[config.mk]
export PLATFORM = sky130hd
export DESIGN_NAME = ascon_serial_host
export DESIGN_NICKNAME = d
export VERILOG_FILES = /design/src/rtl/ascon_serial_host.sv
export SDC_FILE = /design/constraint.sdc
export NUM_CORES = 1
export LEC_CHECK = 0
export BUFFER_PORTS_ARGS = -buffer_cell sky130_fd_sc_hd__buf_2
export CELL_PAD_IN_SITES_DETAIL_PLACEMENT = 2
export CELL_PAD_IN_SITES_GLOBAL_PLACEMENT = 2
export CORE_MARGIN = 2
export CORE_UTILIZATION = 31
export CTS_BUF_LIST = sky130_fd_sc_hd__clkbuf_4 sky130_fd_sc_hd__clkbuf_8
export CTS_CLUSTER_SIZE = 40
export DETAILED_ROUTE_END_ITERATION = 7
export GPL_TIMING_DRIVEN = 0
export PLACE_DENSITY = 0.88
export SLEW_MARGIN = 20
export SYNTH_ARGS = -nofsm -noshare
export SYNTH_HDL_FRONTEND = slang
export SYNTH_SLANG_ARGS = --single-unit
[constraint.sdc]
create_clock -name clk -period 1.75 [get_ports clk]
set_input_delay 0.2625 -clock clk [delete_from_list [all_inputs] [get_ports clk]]
set_output_delay 0.2625 -clock clk [all_outputs]
set_load 0.005 [all_outputs]
[src/rtl/ascon_serial_host.sv]
// Host driver for the bit-serial Ascon decryption core: serial load, start, wait, serial read.
// In: clk, rst (async low), key/nonce/ad/ct, start, core pt/tag/ready. Out: core xSO, pt, tag, busy/done/error.
module ascon_serial_host #(
  parameter int         K         = 128,
  parameter int         L         = 40,
  parameter int         Y         = 80,
  parameter int         MAX       = (K > L) ? ((K > Y) ? K : Y) : ((L > Y) ? L : Y),
  parameter int         START_CYC = 3,
  parameter int         GAP_CYC   = 2,
  parameter int         TIMEOUT   = 4096,
  parameter logic [9:0] SEED      = 10'h2A5
) (
  input  logic           clk,
  input  logic           rst,
  input  logic [K-1:0]   key,
  input  logic [127:0]   nonce,
  input  logic [L-1:0]   ad,
  input  logic [Y-1:0]   ct,
  input  logic           start,
  output logic [2:0]     keyxSO,
  output logic [2:0]     noncexSO,
  output logic [2:0]     associated_dataxSO,
  output logic [2:0]     cipher_textxSO,
  output logic           decryption_startxSO,
  output logic [6:0]     r_64xSO,
  output logic           r_128xSO,
  output logic           r_ptxSO,
  input  logic           plain_textxSI,
  input  logic           tagxSI,
  input  logic           decryption_readyxSI,
  output logic [Y-1:0]   pt,
  output logic [127:0]   tag,
  output logic           busy,
  output logic           done,
  output logic           error
);

  localparam int CW = $clog2(MAX + 1);
  localparam int TW = $clog2(TIMEOUT);

  typedef enum logic [2:0] {
    S_IDLE, S_LOAD, S_START, S_WAIT, S_GAP, S_READ
  } state_t;

  state_t state_q, state_d;
  logic [CW-1:0] cnt_q, cnt_d;
  logic [TW-1:0] tmo_q, tmo_d;
  logic accept, shift, done_d, err_set;

  logic [3:0][MAX-1:0] par;
  logic [3:0][MAX-1:0] sh_q;
  logic [3:0]  dat_q;
  logic [16:0] rnd_q;
  logic [9:0]  lfsr_q, lfsr_nx;
  logic        start_q, done_q, err_q;
  logic [Y-1:0]   pt_q;
  logic [127:0]   tag_q;

  // Left-justify every operand so its MSB leaves first
  // and short operands trail with zeros.
  assign par[3] = MAX'(key)   << (MAX - K);
  assign par[2] = MAX'(nonce) << (MAX - 128);
  assign par[1] = MAX'(ad)    << (MAX - L);
  assign par[0] = MAX'(ct)    << (MAX - Y);

  // Galois LFSR, x^10 + x^7 + 1
  assign lfsr_nx = {1'b0, lfsr_q[9:1]}
                 ^ (lfsr_q[0] ? 10'h240 : 10'h000);

  always_comb begin
    state_d = state_q;
    accept  = 1'b0;
    done_d  = 1'b0;
    err_set = 1'b0;
    unique case (state_q)
      S_IDLE:
        if (start) begin
          state_d = S_LOAD;
          accept  = 1'b1;
        end
      S_LOAD:
        if (cnt_q == CW'(MAX - 1)) state_d = S_START;
      S_START:
        if (cnt_q == CW'(START_CYC - 1)) state_d = S_WAIT;
      S_WAIT:
        if (decryption_readyxSI) begin
          state_d = S_GAP;
        end else if (tmo_q == TW'(TIMEOUT - 1)) begin
          state_d = S_IDLE;
          err_set = 1'b1;
        end
      S_GAP:
        if (cnt_q == CW'(GAP_CYC - 1)) state_d = S_READ;
      S_READ:
        if (cnt_q == CW'(MAX - 1)) begin
          state_d = S_IDLE;
          done_d  = 1'b1;
        end
      default: state_d = S_IDLE;
    endcase
    cnt_d = (state_d != state_q) ? '0 : cnt_q + 1'b1;
    tmo_d = (state_q == S_WAIT && state_d == S_WAIT)
          ? tmo_q + 1'b1 : '0;
    shift = (state_q == S_LOAD) && (state_d == S_LOAD);
  end

  always_ff @(posedge clk or negedge rst) begin
    if (!rst) begin
      state_q <= S_IDLE;
      cnt_q   <= '0;
      tmo_q   <= '0;
      sh_q    <= '0;
      dat_q   <= '0;
      rnd_q   <= '0;
      lfsr_q  <= SEED;
      start_q <= 1'b0;
      done_q  <= 1'b0;
      err_q   <= 1'b0;
      pt_q    <= '0;
      tag_q   <= '0;
    end else begin
      state_q <= state_d;
      cnt_q   <= cnt_d;
      tmo_q   <= tmo_d;
      done_q  <= done_d;
      start_q <= (state_d == S_START);
      if (accept) err_q <= 1'b0;
      else if (err_set) err_q <= 1'b1;
      // Outputs are registered one cycle ahead: the accept
      // edge presents bit 0, each LOAD edge the next bit.
      if (accept) begin
        for (int b = 0; b < 4; b++) begin
          dat_q[b] <= par[b][MAX-1];
          sh_q[b]  <= par[b] << 1;
        end
      end else if (shift) begin
        for (int b = 0; b < 4; b++) begin
          dat_q[b] <= sh_q[b][MAX-1];
          sh_q[b]  <= sh_q[b] << 1;
        end
      end else begin
        dat_q <= '0;
      end
      if (accept || shift) begin
        rnd_q  <= {lfsr_q, lfsr_q[9:3]};
        lfsr_q <= lfsr_nx;
      end else begin
        rnd_q  <= '0;
      end
      // Right-shift capture: after the run, sample i sits in bit i.
      if (state_q == S_READ) begin
        if (cnt_q < CW'(Y))
          pt_q <= {plain_textxSI, pt_q[Y-1:1]};
        if (cnt_q < CW'(128))
          tag_q <= {tagxSI, tag_q[127:1]};
      end
    end
  end

  assign keyxSO              = {rnd_q[7:6], dat_q[3]};
  assign noncexSO            = {rnd_q[1:0], dat_q[2]};
  assign associated_dataxSO  = {rnd_q[5:4], dat_q[1]};
  assign cipher_textxSO      = {rnd_q[3:2], dat_q[0]};
  assign r_64xSO             = rnd_q[14:8];
  assign r_128xSO            = rnd_q[16];
  assign r_ptxSO             = rnd_q[15];
  assign decryption_startxSO = start_q;
  assign pt                  = pt_q;
  assign tag                 = tag_q;
  assign busy                = (state_q != S_IDLE);
  assign done                = done_q;
  assign error               = err_q;

endmodule

==> results.md, run 1 <==
- Yosys reg bits: 630
- DR iter-0 viols: 2978
- H-tree depth: 3
- Worst setup path category: register to register
- Met1 GRT Util: 41.1%
- Fin Hold WS: ~0.09 ns
- DR vias: a little over 30000
- Sequential share of the synthesized area: between 50% and 60%
- Core Footprint: approximately 0.085 mm2
- IO buf count: between 600 and 700
- Initial antenna violation count: 39
- Comb power frac: between 20% and 30%
- DRC: 0
- Worst vdd ir: 0.000881 V
- First-pass GRT wire length: roughly 260 mm
- Failing checks: setup timing
- Die area: between 0.08 and 0.09 mm2
- Routed wire length: 203 mm
- Vias in the first global route: ~34000
- Gate count of the mapped netlist: roughly 2700
- I/O Pins: between 600 and 700
- Row cnt: approximately 110
- Met2 usage: between 60% and 70%
- Min Tclk post-route: roughly 2.5 ns
- TritonCTS buffer count: 110
- Sw Ratio: about 43%
- Worst path arrival time: a little over 3 ns
- DP Wirelength: between 70 and 80 mm
- Slew Limit Fails: 0
- Vias per cell: 6.02
- Reg-to-Reg Start: state_q[1]$_DFF_PN0_
- Root Driver: clkbuf_8
- CTS tree: yes
- Slew headroom: 48.1%
- Met3 Use GR: 11.2%
- Tcrit/Tclk final: 142%
- Largest family of logic cells by synthesized area: simple AND/OR/NAND/NOR gates
- Utilization after layout: approximately half
- Post-Syn Area: approximately 0.027 mm2
- Clock sinks: 630
- Inst Count DP: 4421
- Share of cells above drive strength 1: 45.7%
- Reg2reg path depth: 9
- Pin slew with the least headroom to its limit: approximately 0.76 ns
- Commonest non-fill, non-tap cell in the layout: nand2_1
- Post-synthesis compound-gate area fraction: under 10%
- Adder-cell share of the synthesized area: 0.187%
- Kind of end point of the critical path: register
- Status: finished, violations left
- Drt first pass iters: 5
- Commonest non-fill, non-tap cells in the layout: nand2_1, buf_2, dfrtp_1
- Clock Path Buffers: 3
- Synthesis Warnings: 0
- Most Used Layer, Global Route: met2
- Xor/xnor share of the synthesized area: less than 1%
- Fillers: 8302
- Clock share of power: between 30% and 40%
- Pin count of the biggest net entering global routing: a little over 90
- Placer Congestion: between 0.7 and 0.8
- Max-cap violations: 0
- P_sw: 24400 uW
- Layout Skew: 0.0758 ns
- Leakage: about 0.022 uW
- Final setup violation count: about 670
- R2R setup slack: -0.73 ns
- Critical R2R Capture: sh_q[382]$_DFFE_PN0P_
- Worst min path class: primary input to asynchronous set/reset pin
- Total global routing overflow: 0
- Critical Path RT: between 2 and 2.5 ns
- Layout Area Growth over Synthesis: 61.9%
- Die Ht: around 300 um
- Layout Nets: ~4200
- Clk slew on worst S/H paths: roughly 0.10 ns
- Remaining antenna violation count: 0
- Clock latency on the worst-skew pair: 0.86 ns
- Yosys cell types: 49
- Setup slack after layout: -0.731 ns
- Internal: between 30000 and 40000 uW
- Multiplexer share of the synthesized area: roughly 9%
- RSZ-0062 raised after global routing: yes
- Mapped Avg Cell Area: around 10 um2
- Sequential Power Share: 43.5%
- Worst Path Max Fanout: 7
- Non-Filler Instances: 5135
- Die span in x: 298 um
- PD cells: ~1300 mW/mm2
- Simple logic cell fraction of the synthesized area: roughly 26%
- Synth Net Count: 3041
- Initial Utilization: 31.3%
- Hold Violations, Final: 0
- Highest Clock Rate: a little over 400 MHz
- Wire length per cell: between 30 and 40 um
- Worst setup SP type: register
- Tot GR Track Use: 39.6%
## power by group through the flow
stage	combinational [uW]	clock (uW)	sequential, uW
2_1_floorplan	4740	0	20900
3_3_place_gp	6780	0	21500
3_5_place_dp	7500	0	21800
4_1_cts	10800	15800	22400
5_1_grt	15400	17700	24700
6_report	14900	17400	24900
## worst max-delay path by stage
stage                         start               endpoint  slack [ns]
6_report       state_q[1]$_DFF_PN0_  sh_q[382]$_DFFE_PN0P_       -0.73
5_1_grt        state_q[1]$_DFF_PN0_  sh_q[382]$_DFFE_PN0P_       -0.73
4_1_cts        state_q[1]$_DFF_PN0_                   busy       -0.47
3_5_place_dp     cnt_q[0]$_DFF_PN0_  sh_q[112]$_DFFE_PN0P_       -0.91
3_3_place_gp                    rst    tag[80]$_DFFE_PN0P_      -13.52
2_1_floorplan    cnt_q[0]$_DFF_PN0_  sh_q[303]$_DFFE_PN0P_       0.005
## metal layers
metal  wire length, um  vias to the layer above
met5               147                        -
met4             21200                       24
met3             19100                     1307
met2             95500                     2536
met1             66600                    15600
li1                  -                    11400
## registers in the layout (all words and copies together), names as in the netlist
signal / count
decryption_startxSO: 1
sh_q: 372
rnd_q: 10
lfsr_q: 10
pt: 80
error: 1
tmo_q: 12
done: 1
state_q: 3
dat_q: 4
tag: 128
cnt_q: 8
## cell usage after synthesis, drive strengths merged
cell,number,area (um2)
a2111oi,1,8.76
a211oi,2,20.0
a21o,9,67.6
a21oi,10,50.1
a22o,8,70.1
a31oi,1,6.26
a32oi,1,27.5
and2,12,75.1
and3,2,12.5
and3b,1,8.76
and4,3,26.3
and4b,1,10.0
buf,132,966
clkbuf,66,249
dfrtp,625,15600
dfstp,5,131
ha,4,50.1
inv,3,11.3
mux2,208,2340
nand2,744,2800
nand2b,2,12.5
nand3,735,3680
nand3b,4,30.0
nand4,7,50.1
nor2,32,136
nor2b,1,6.26
nor3,5,25.0
nor3b,1,12.5
o211a,1,10.0
o211ai,2,28.8
o21ai,3,15.0
o21bai,1,7.51
o31ai,1,7.51
or2,1,6.26
or3,4,30.0
or3b,1,8.76
or4,1,7.51
xnor2,7,61.3
xor2,8,70.1
## metrics by stage
stage	power, uW	TNS [ns]	worst slack [ns]	instance area, um2
final	57200	-288.90	-0.731	43400
after global placement	28200	-8764.34	-13.52	31300
after global routing	57800	-298.62	-0.728	43300
after detailed placement	29300	-353.02	-0.912	31500
after floorplan	25600	0	0.00492	26800
after CTS	49000	-163.27	-0.468	42100
## final cells by class
type | instances | area [um2] | area share, %
Clock buffer | 175 | 2180 | 5.02
Tap cell | 1144 | 1430 | 3.30
Sequential cell | 630 | 15800 | 36.4
Clock inverter | 25 | 269 | 0.621
Timing Repair Buffer | 1098 | 8770 | 20.2
Antenna cell | 43 | 108 | 0.248
Multi-Input combinational cell | 1824 | 12600 | 29.0
Inverter | 3 | 11.3 | 0.0260
Buffer | 193 | 2230 | 5.15
## logic make-up after synthesis
| group | after synthesis |
|---|---|
| and+or+nand+nor | 1557 |
| DFF | 630 |
| muxes | 208 |
| buffers and inverters | 201 |
| AOI/OAI and AO/OA | 40 |
| xor gates and xnor gates | 15 |
| adders and majority gates | 4 |
## repair_timing
action | CTS | global route
resized for setup | 697 | 285
hold buffers | 381 | 0
setup buffers | 50 | 9
endpoints found under the setup margin | 635 | 643
cloned | 38 | 1
pin swaps | 188 | 42
endpoints found under the hold margin | 563 | 0
## critical path: stages (launching register included)
cell	delay [ns]
dfrtp_1	0.41
buf_6	0.15
buf_6	0.11
or2_4	0.25
or3_4	0.38
buf_12	0.17
buf_12	0.15
buf_8	0.15
nand3_1	0.13
nand3_1	0.32
(Power assumes the default switching activity.)
==> run 2: changes to the inputs <==
- SKIP_CTS_REPAIR_TIMING: default -> 1
==> run 2 against run 1 <==
Compared with the run above: the run still ends with setup timing left; critical path depth fell by 1; clock skew rose by 0.0072 ns; cell area fell by 11%; sequential power fell by 7%; critical path type unchanged; largest power group unchanged.
==> results.md, run 2 (synthesis gave the netlist of run 1 again) <==
- DP Wirelength: 77.2 mm (unchanged)
- Worst setup path category: register to register (unchanged)
- Met2 wire length: 81.1 mm (was 95.5 mm)
- Tot GR Track Use: 26.1% (was 39.6%)
- Clock latency on the worst-skew pair: 0.82 ns (was 0.86 ns)
- Tcrit/Tclk final: 132% (was 142%)
- Total global routing overflow: 0 (unchanged)
- IO buf count: 614 (unchanged)
- Clk slew on worst S/H paths: 0.06 ns (was 0.10 ns)
- M1 wire length: 58.9 mm (was 66.6 mm)
- Kind of end point of the critical path: register (unchanged)
- Status: finished, violations left (unchanged)
- Core Footprint: 0.0854 mm2 (unchanged)
- CTS tree: yes (unchanged)
- Vias per cell: 5.61 (was 6.02)
- Row cnt: 107 (unchanged)
- I/O Pins: 615 (unchanged)
- CP max-delay cell: or3_4 (was dfrtp_1)
- Cell mode on critical path: buf_6
- Critical Path RT: 2.44 ns (was 2.30 ns)
- Layout Nets: 4175 (was 4246)
- H-tree depth: 3 (unchanged)
- Drt first pass iters: 5 (unchanged)
- First-pass GRT wire length: 178 mm (was 257 mm)
- Crit path buf inv count: 4 (was 5)
- Max-cap violations: 0 (unchanged)
- Stages on the worst setup path: 8 (was 9)
- Worst setup SP type: register (unchanged)
- Worst vdd ir: 0.000715 V (was 0.000881 V)
- PD cells: 1310 mW/mm2 (was 1320 mW/mm2)
- WL met3: 12.3 mm (was 19.1 mm)
- Clock Path Buffers: 3 (unchanged)
- Share of cells above drive strength 1: 33.4% (was 45.7%)
- Die Ht: 298 um (unchanged)
- Worst min path class: primary input to register (was primary input to asynchronous set/reset pin)
- TNS Setup: -225.98 ns (was -288.90 ns)
- Placer Congestion: 0.789 (unchanged)
- Reg2reg path depth: 8 (was 9)
- Initial antenna violation count: 32 (was 39)
- Slew Limit Fails: 0 (unchanged)
- Vias in the first global route: 27900 (was 34200)
- DR vias: 28400 (was 30900)
- Pin slew with the least headroom to its limit: 0.751 ns (was 0.759 ns)
- Remaining antenna violation count: 0 (unchanged)
- Slew headroom: 50.0% (was 48.1%)
- Worst Hold Depth: 4
- Layout Skew: 0.0830 ns (was 0.0758 ns)
- Top layer used by detailed routing: met5 (unchanged)
- Setup slack after layout: -0.556 ns (was -0.731 ns)
- Fin Hold WS: 0.0543 ns (was 0.0875 ns)
- DR iter-0 viols: 2389 (was 2978)
- Fillers: 8781 (was 8302)
- Worst path arrival time: 3.00 ns (was 3.03 ns)
- Leakage: 0.0197 uW (was 0.0218 uW)
- Routed wire length: 165 mm (was 203 mm)
- Most flops, register: sh_q (unchanged)
- Layout Area Growth over Synthesis: 44.8% (was 61.9%)
- Cell family with most CP delay: simple AND/OR/NAND/NOR gates (unchanged)
- Root Driver: clkbuf_8 (unchanged)
- Crit-path cells: buf_6 -> or3_4 -> nor2_8 -> buf_12 -> buf_6 -> clkbuf_2 -> nand2_1 -> nand3_1 (was buf_6 -> buf_6 -> or2_4 -> or3_4 -> buf_12 -> buf_12 -> buf_8 -> nand3_1 -> nand3_1)
- Highest Clock Rate: 434 MHz (was 403 MHz)
- Min Tclk post-route: 2.31 ns (was 2.48 ns)
- DRC: 0 (unchanged)
- Die span in x: 298 um (unchanged)
- Die area: 0.0887 mm2 (unchanged)
- Hold Violations, Final: 0 (unchanged)
- RSZ-0062 raised after global routing: yes (unchanged)
- Worst Path Max Fanout: 10 (was 7)
- Wire length per cell: 32.7 um (was 39.5 um)
- TritonCTS buffer count: 110 (unchanged)
- Commonest non-fill, non-tap cells in the layout: nand2_1, nand3_1, buf_2 (was nand2_1, buf_2, dfrtp_1)
- Initial Utilization: 31.3% (unchanged)
- Max FFs per register: 372 (unchanged)
- Commonest non-fill, non-tap cell in the layout: nand2_1 (unchanged)
- Clock sinks: 630 (unchanged)
- Failing checks: setup timing (unchanged)
- Pin count of the biggest net entering global routing: 92 (unchanged)
- Final setup violation count: 768 (was 669)
- Max incr delay on CP: 0.43 ns (was 0.41 ns)
- Total power: 50600 uW (was 57200 uW)
[run 2: changes by cell type in the layout (fill, tap and decap cells not counted), moves of 8 or more]
cell / change
nand2_4: -52
buf_16: -23
nand3_1: +353
buf_8: -30
buf_6: +21
nand2_2: -20
nand3_2: -306
clkbuf_16: -21
clkbuf_2: +11
buf_12: -23
nand3_4: -47
clkbuf_8: -8
buf_4: -8
nand2_1: +72
[run 2: area by class of cell]
type                    count  area, um2  area share, %
plain buffers             198       1610           4.14
diodes                     40        100          0.258
clock inverters            25        269          0.694
multi-input cells        1824       9950           25.7
repair buffers           1022       7450           19.2
clock buffers             175       2180           5.62
inverters                   3       11.3         0.0290
flip-flops and latches    630      15800           40.7
well taps                1144       1430           3.69
[run 2: final timing paths]
kind	start	end	slack, ns
min in group asynchronous	rst	sh_q[489]$_DFFE_PN0P_	0.54
worst min register to register	sh_q[49]$_DFFE_PN0P_	sh_q[50]$_DFFE_PN0P_	0.46
worst max-delay path	state_q[1]$_DFF_PN0_	sh_q[310]$_DFFE_PN0P_	-0.56
max in group asynchronous	rst	pt[19]$_DFFE_PN0P_	-0.38
worst min-delay path	start	rnd_q[9]$_DFF_PN0_	0.05
worst max register to register	state_q[1]$_DFF_PN0_	sh_q[310]$_DFFE_PN0P_	-0.56
[run 2: worst min-delay path: cells and delay by family]
family	cells	cell delay (ns)
buffers and inverters	1	0.11
AO/OA/AOI/OAI	1	0.10
AND/OR/NAND/NOR	2	0.30
[run 2: per-layer routing]
| metal | vias up | global-route usage [%] |
|---|---|---|
| met4 | 6 | 9.91 |
| met5 | - | 0 |
| met3 | 757 | 7.42 |
| met1 | 14600 | 29.4 |
| met2 | 1746 | 46.6 |
| li1 | 11300 | - |
[run 2: per-stage QoR]
step | worst slack, ns | util [%] | cell area (um2) | cells
finish | -0.556 | 45.4 | 38800 | 5061
global route | -0.582 | 45.4 | 38800 | 5055
CTS | -0.986 | 39.8 | 34000 | 4621
detailed placement | -0.912 | 36.9 | 31500 | 4421
global placement | -13.52 | 36.6 | 31300 | 4413
floorplan | 0.00492 | - | 26800 | 2655
[run 2: where the power goes]
part | internal (uW) | total (uW) | leakage, uW | switching (uW)
sequential | 18900 | 23200 | 0.00810 | 4250
clock | 8420 | 16600 | 0.00131 | 8180
combinational | 3910 | 10800 | 0.0103 | 6890
